**src/rtl/alu_pkg.sv**
```systemverilog
// Shared ALU definitions: multiplier FSM states, Booth select codes, default width.
package alu_pkg;

    localparam int WIDTH_DEF = 32;

    typedef enum logic [1:0] {
        IDLE = 2'd0,
        RUN  = 2'd1,
        DONE = 2'd2
    } state_t;

    // Booth select codes, indexed by {Q[0], q_m1}
    localparam logic [1:0] SEL_ADD = 2'b01;
    localparam logic [1:0] SEL_SUB = 2'b10;

endpackage

```
**src/rtl/booth_addsub.sv**
```systemverilog
// Combinational (WIDTH+1)-bit add/subtract used by the Booth step.
module booth_addsub #(
    parameter int WIDTH = 32
) (
    input  logic [WIDTH:0] A,
    input  logic [WIDTH:0] M,
    input  logic           sub,
    output logic [WIDTH:0] sum
);

    // Subtraction is A + ~M + 1, sharing one adder with the add path
    always_comb begin
        sum = A + (sub ? ~M : M) + {{WIDTH{1'b0}}, sub};
    end

endmodule

```
**src/rtl/booth_multiplier_seq.sv**
```systemverilog
// Sequential radix-2 Booth multiplier: one add/sub-and-shift step per clock,
// start/busy/done handshake, registered HI/LO product words.
module booth_multiplier_seq
    import alu_pkg::*;
#(
    parameter int WIDTH = WIDTH_DEF
) (
    input  logic             clock,
    input  logic             clear,
    input  logic             start,
    input  logic [WIDTH-1:0] RA,
    input  logic [WIDTH-1:0] RB,
    output logic             busy,
    output logic             done,
    output logic [WIDTH-1:0] HI,
    output logic [WIDTH-1:0] LO
);

    localparam int CW = $clog2(WIDTH + 1);

    state_t           state;
    logic [WIDTH:0]   m;
    logic [WIDTH:0]   a;
    logic [WIDTH-1:0] q;
    logic             q_m1;
    logic [CW-1:0]    count;

    logic [1:0]       sel;
    logic [WIDTH:0]   sum;
    logic [WIDTH:0]   a_next;
    logic [WIDTH:0]   a_sh;
    logic [WIDTH-1:0] q_sh;

    assign sel = {q[0], q_m1};

    booth_addsub #(.WIDTH(WIDTH)) u_addsub (
        .A   (a),
        .M   (m),
        .sub (sel == SEL_SUB),
        .sum (sum)
    );

    // Pick the accumulator update, then arithmetic-shift {A,Q} right by one
    always_comb begin
        a_next = (sel == SEL_ADD || sel == SEL_SUB) ? sum : a;
        a_sh   = {a_next[WIDTH], a_next[WIDTH:1]};
        q_sh   = {a_next[0], q[WIDTH-1:1]};
    end

    // FSM, datapath registers and registered handshake/result outputs
    always_ff @(posedge clock or negedge clear) begin
        if (!clear) begin
            state <= IDLE;
            m     <= '0;
            a     <= '0;
            q     <= '0;
            q_m1  <= 1'b0;
            count <= '0;
            busy  <= 1'b0;
            done  <= 1'b0;
            HI    <= '0;
            LO    <= '0;
        end else begin
            done <= 1'b0;
            case (state)
                IDLE, DONE: begin
                    if (start) begin
                        m     <= {RA[WIDTH-1], RA};
                        a     <= '0;
                        q     <= RB;
                        q_m1  <= 1'b0;
                        count <= CW'(WIDTH);
                        busy  <= 1'b1;
                        state <= RUN;
                    end else begin
                        state <= IDLE;
                    end
                end
                RUN: begin
                    a     <= a_sh;
                    q     <= q_sh;
                    q_m1  <= q[0];
                    count <= count - CW'(1);
                    // Last iteration: publish the post-shift product
                    if (count == CW'(1)) begin
                        HI    <= a_sh[WIDTH-1:0];
                        LO    <= q_sh;
                        busy  <= 1'b0;
                        done  <= 1'b1;
                        state <= DONE;
                    end
                end
                default: state <= IDLE;
            endcase
        end
    end

endmodule

```
**config.mk**
```make
export PLATFORM = sky130hd
export DESIGN_NAME = booth_multiplier_seq
export DESIGN_NICKNAME = d
export VERILOG_FILES = /design/src/rtl/alu_pkg.sv /design/src/rtl/booth_addsub.sv /design/src/rtl/booth_multiplier_seq.sv
export SDC_FILE = /design/constraint.sdc
export NUM_CORES = 1
export LEC_CHECK = 0
export CORE_MARGIN = 4
export CORE_UTILIZATION = 30
export DETAILED_ROUTE_END_ITERATION = 8
export DONT_BUFFER_PORTS = 1
export PLACE_DENSITY = 0.42
export SKIP_CTS_REPAIR_TIMING = 1
export SLEW_MARGIN = 0
export SYNTH_ARGS = -nofsm -noshare
export SYNTH_HDL_FRONTEND = slang
export SYNTH_HIERARCHICAL = 1
export SYNTH_SLANG_ARGS = --single-unit
export TNS_END_PERCENT = 30
```
**constraint.sdc**
```tcl
create_clock -name clock -period 4.3 [get_ports clock]
set_input_delay 0 -clock clock [delete_from_list [all_inputs] [get_ports clock]]
set_output_delay 0 -clock clock [all_outputs]
set_load 0.03 [all_outputs]
```
# Yosys cells after proc, flatten, opt, wreduce, memory -nomap -nowiden
# Cells that the tools add are included.
[totals] input_bits=67 elab_cells=47 regBits=172
[op_classes] n_bitwise=1 n_eq_ne=7 n_mux=18 n_reduce_logical=8 n_addsub=3
[op_table] op="33-bit 2-to-1 mux" n=3
[op_table] op="33-bit one-hot mux with 2 select lines" n=1
[op_table] op="32-bit one-hot mux with 2 select lines" n=1
[op_table] op="33-bit by 1-bit adder with 33-bit output" n=1
[op_table] op="33-bit adder" n=1
[op_table] op="33-bit inverter" n=1
[op_table] op="32-bit 2-to-1 mux" n=1
[op_table] op="6-bit one-hot mux with 2 select lines" n=1
[op_table] op="6-bit by 1-bit equality test with 1-bit output (second input constant)" n=1
[op_table] op="1-bit 2-to-1 mux" n=6
[op_table] op="6-bit 2-to-1 mux" n=1
[op_table] op="2-bit AND reduction" n=3
[op_table] op="6-bit by 1-bit subtractor with 6-bit output (second input constant)" n=1
[op_table] op="2-bit by 1-bit equality test with 1-bit output (second input constant)" n=2
[op_table] op="2-bit equality test (second input constant)" n=2
[op_table] op="2-bit inequality test (second input constant)" n=2
[op_table] op="1-bit one-hot mux with 2 select lines" n=2
[op_table] op="2-bit one-hot mux with 2 select lines" n=1
[op_table] op="3-bit AND reduction" n=1
[op_table] op="2-bit zero test" n=1
[op_table] op="2-bit 2-to-1 mux" n=1
[op_table] op="2-bit nonzero test" n=1
[op_table] op="2-bit OR reduction" n=1
[op_table] op="1-bit logical OR" n=1

# Logic depth before layout (Yosys ltp)
[depth] word_depth=6 ltp_mapped=17

# Hierarchy
# The synthesis kept the hierarchy.
[by_module_without_submodules] mod="booth_multiplier_seq" area_each_um2=7095.6 cells_each=596 n_inst=1 seq_area_each_um2=4279.1
[by_module_without_submodules] mod="booth_addsub" area_each_um2=2021.9 cells_each=292 n_inst=1 seq_area_each_um2=0.0

# Worst setup path before layout
# No wires, ideal clock.
[synth_timing] path_kind="reg2reg" start="reg q_m1" end="reg HI[28]" t_arrival_ns=3.457 setup_slack_ns=0.715 period_less_slack_ns=3.585 stages_incl_launch_ff=16 t_required_ns=4.172 path_buffers=3 setup_time_ns=0.128 path_cell_list="dfrtp_1 -> inv_1 -> ha_1 -> buf_2 -> buf_1 -> xor2_1 -> ha_1 -> buf_2 -> nand4_1 -> or3_1 -> o31a_1 -> o31a_1 -> o21ai_2 -> xor2_1 -> mux2_2 -> mux2_1"
[synth_via] elab_chain_len=5
[synth_lines] item="from (decl)" line_no="booth_multiplier_seq.sv:25" text="logic q_m1;"
[synth_lines] item="from (signal assigned)" line_no="booth_multiplier_seq.sv:82" text="q_m1 <= q[0];"
[synth_lines] item="2-bit equality test (*)" line_no="booth_multiplier_seq.sv:39" text=".sub (sel == SEL_SUB),"
[synth_lines] item="33-bit 2-to-1 mux" line_no="booth_addsub.sv:13" text="sum = A + (sub ? ~M : M) + {{WIDTH{1'b0}}, sub};"
[synth_lines] item="33-bit adder" line_no="booth_addsub.sv:13"
[synth_lines] item="33-bit by 1-bit adder with 33-bit output (*)" line_no="booth_addsub.sv:13"
[synth_lines] item="named net sum[29]" line_no="booth_multiplier_seq.sv:29" text="logic [WIDTH:0] sum;"
[synth_lines] item="33-bit 2-to-1 mux (*)" line_no="booth_multiplier_seq.sv:45" text="a_next = (sel == SEL_ADD || sel == SEL_SUB) ? sum : a;"
[synth_lines] item="to (signal assigned)" line_no="booth_multiplier_seq.sv:86" text="HI <= a_sh[WIDTH-1:0];"
[synth_lines] item="to (decl)" line_no="booth_multiplier_seq.sv:15" text="output logic [WIDTH-1:0] HI,"
# Mark *: on every way through the listed nets, which the timed path passes. The rest lies on a longest branch.
# A chain may end at the register's enable or synchronous reset.

# Worst setup path after layout
[layout_timing] start="reg q_m1" end="reg HI[27]"
# Same word-level chain as after synthesis.

==> results.yml <==
grt:
  grt_pass1_wl_um: 38400
  antenna_found_initial: 0
  met3_usage_pct: 5.04
  grt_max_degree: 172
  grt_pass1_vias: 6797
  grt-ovfl-total: 0
  grtUsageMet1_pct: 18.8
  grt.busiest_layer: "met2"
  track_usage_pct: 14.4
  grt.met2_usage_pct: 23.2
detailed_routing:
  wl_um: 23700
  vias_per_cell: 4.92
  via_count: 6554
  drtIter0Drc: 324
  drc_errors: 0
  ant_nets: 0
  first_pass_iters: 4
  avgRoutedWirePerCell_um: 17.8
hold_path:
  hold_path.class: "input pin to register"
cells_and_area:
  drive_above_1_share_pct: 9.33
  fin_cells: 1333
  diodes: 0
  syn2layout_area_growth_pct: 18.0
  fill_cells: 3033
  layout.nets: 1033
synth:
  synth_edf_count: 0
  synth_warnings: 6
  ys_types: 54
  dominantRegCellSynth: "dfrtp_1"
  syn_area_per_cell_um2: 10.3
  syn-cell-area_um2: 9120
  seq_area_frac_synth_pct: 46.9
  syn-num-nets: 990
  synth_cells: 888
  async_flop_share_pct: 100
  synth-seq-cells: 171
critical_path:
  worstSetupPathType: "register to register"
  crit_arrival_ps: 3890
  crit_fanout: 14
  startpoint_type: "register"
  required_ps: 4610
  worst_setup_path_end_kind: "register"
cts:
  htree_levels: 4
  cts_tree: "done"
  clk_pin_slew_ps: 70
  cts-buffers-inserted: 17
  clockBufferDepth: 2
  cts-root-buf: "clkbuf_16"
  cts_sinks: 171
  clkLatencyLatePin_ps: 430
flow_run:
  maxCapViolCount: 0
floorplan:
  core_area_um2: 29800
  initial_utilization_pct: 30.6
  die_w_um: 182
  num_rows: 63
  die_y_um: 182
  die_area_um2: 33200
  ioPinCount: 133
sta:
  finalMaxSlewViolations: 0
  hold_viol_final: 0
  slew-limit-headroom_pct: 30.9
  rsz0062_at_grt: "no"
  max_freq_ghz: 0.279
  tightestPinTransition_ps: 1040
  period_share_pct: 83.3
  skew_ps: 14.7
  finalSetupTns_ps: 0
  setup_viol: 0
  period_needed_ps: 3580
placement:
  post-place-cells: 1236
  dp_hpwl_um: 15700
  place.gp.congestion: 0.802
  port_buffers: 0
status:
  outcome: "completed"
-- state kept, by name, indices dropped and copies added, names as in the netlist --
signal  cells
busy        1
state       2
HI         32
count       6
q          32
m          32
done        1
LO         32
a          32
q_m1        1
-- critical path, stage by stage (launching register included) --
cell and delay, ps:
dfrtp_1 380, inv_1 60, ha_2 160, buf_4 250, xor2_1 220, inv_1 90
fa_1 440, nor2b_1 160, o31a_1 220, o21ai_0 110, a21o_1 190, o21ai_1 320
a21oi_1 160, xnor2_1 140, mux2_2 280, mux2_1 290
-- logic make-up after synthesis --
kind of cell / Yosys count / synth area share, %
buffers and inverters: 91 / 4.43
and+or+nand+nor: 250 / 11.8
DFF: 171 / 46.9
xor gates and xnor gates: 64 / 6.15
adders and majority gates: 35 / 4.89
AOI/OAI and AO/OA: 178 / 13.5
muxes: 99 / 12.3
-- metal layers --
layer | vias up | wire length, um
met2 | 117 | 11200
met4 | 0 | 204
li1 | 3179 | -
met1 | 3245 | 11100
met5 | - | 0
met3 | 13 | 1280
-- stage by stage --
stage	hold slack (ps)	setup WS [ps]	utilization, %	cell area [um2]
floorplan	-296	715	-	9120
global placement	-284	762	31.7	9450
detailed placement	-288	722	31.7	9450
CTS	-760	707	33.8	10100
global route	4.24	463	36.1	10800
finish	10.1	719	36.1	10800
-- layout by cell type (no fill, tap or decap), types with 6 or more instances in the layout --
cell type / Yosys / routed
a21o_1: 13 / 13
a21oi_1: 36 / 36
a22o_1: 8 / 8
a22oi_1: 31 / 31
buf_4: 0 / 10
clkbuf_16: 0 / 17
dfrtp_1: 171 / 171
dlygate4sd3_1: 0 / 65
ha_1: 34 / 33
inv_1: 38 / 38
mux2_1: 12 / 12
mux2_2: 13 / 13
mux2_4: 20 / 20
mux2i_1: 54 / 54
nand2_1: 157 / 157
nand3_1: 43 / 43
nand4_1: 6 / 6
nor2_1: 21 / 20
o21ai_0: 28 / 28
o2bb2ai_1: 25 / 25
xnor2_1: 17 / 17
xor2_1: 47 / 47
-- area by class of cell --
cell class	instances	area [um2]	area share, %
clock buffers	17	425	3.95
clock inverters	14	208	1.93
well taps	390	488	4.53
inverters	39	148	1.37
flip-flops and latches	171	4280	39.8
multi-input cells	626	4460	41.4
repair buffers	76	753	7.00
-- synthesized netlist by cell type (2+ instances only) --
cell type | instances | area [um2]
and2_1 | 2 | 12.5
o2bb2ai_1 | 25 | 219
mux2_1 | 12 | 135
buf_6 | 6 | 67.6
a21oi_1 | 36 | 180
o211ai_1 | 4 | 30.0
nand2b_1 | 5 | 31.3
inv_1 | 38 | 143
o21ai_0 | 28 | 140
ha_1 | 34 | 425
nor4_1 | 2 | 12.5
o31ai_1 | 2 | 15.0
nor3_1 | 4 | 20.0
buf_1 | 14 | 52.6
a21o_1 | 13 | 97.6
o21bai_1 | 3 | 22.5
nand3_1 | 43 | 215
dfrtp_1 | 171 | 4280
mux2_2 | 13 | 146
a31oi_1 | 3 | 18.8
xnor2_1 | 17 | 149
a22o_1 | 8 | 70.1
nor2_1 | 21 | 78.8
xor2_1 | 47 | 412
a211oi_1 | 3 | 22.5
mux2i_1 | 54 | 541
nand4_1 | 6 | 37.5
mux2_4 | 20 | 300
or2_2 | 2 | 12.5
a21boi_0 | 2 | 15.0
o21a_1 | 4 | 30.0
buf_2 | 12 | 60.1
a311oi_1 | 2 | 17.5
o22ai_1 | 2 | 12.5
clkbuf_1 | 19 | 71.3
a22oi_1 | 31 | 233
nor2b_1 | 3 | 18.8
o31a_1 | 4 | 35.0
a41oi_1 | 2 | 17.5
nand2_1 | 157 | 589
-- worst paths after layout --
kind	slack (ps)	start	to	depth (start not counted)
max	720	q_m1	HI[27]	15
min	10	start	m[27]	3
max reg2reg	720	q_m1	HI[27]	15
min reg2reg	510	count[4]	count[4]	1
max in group asynchronous	3310	clear	m[31]	2
min in group asynchronous	220	clear	HI[7]	2
Power is left out: the tool's default activity adds up to more than one toggle a clock period on the data nets, which glitch-free logic cannot reach.
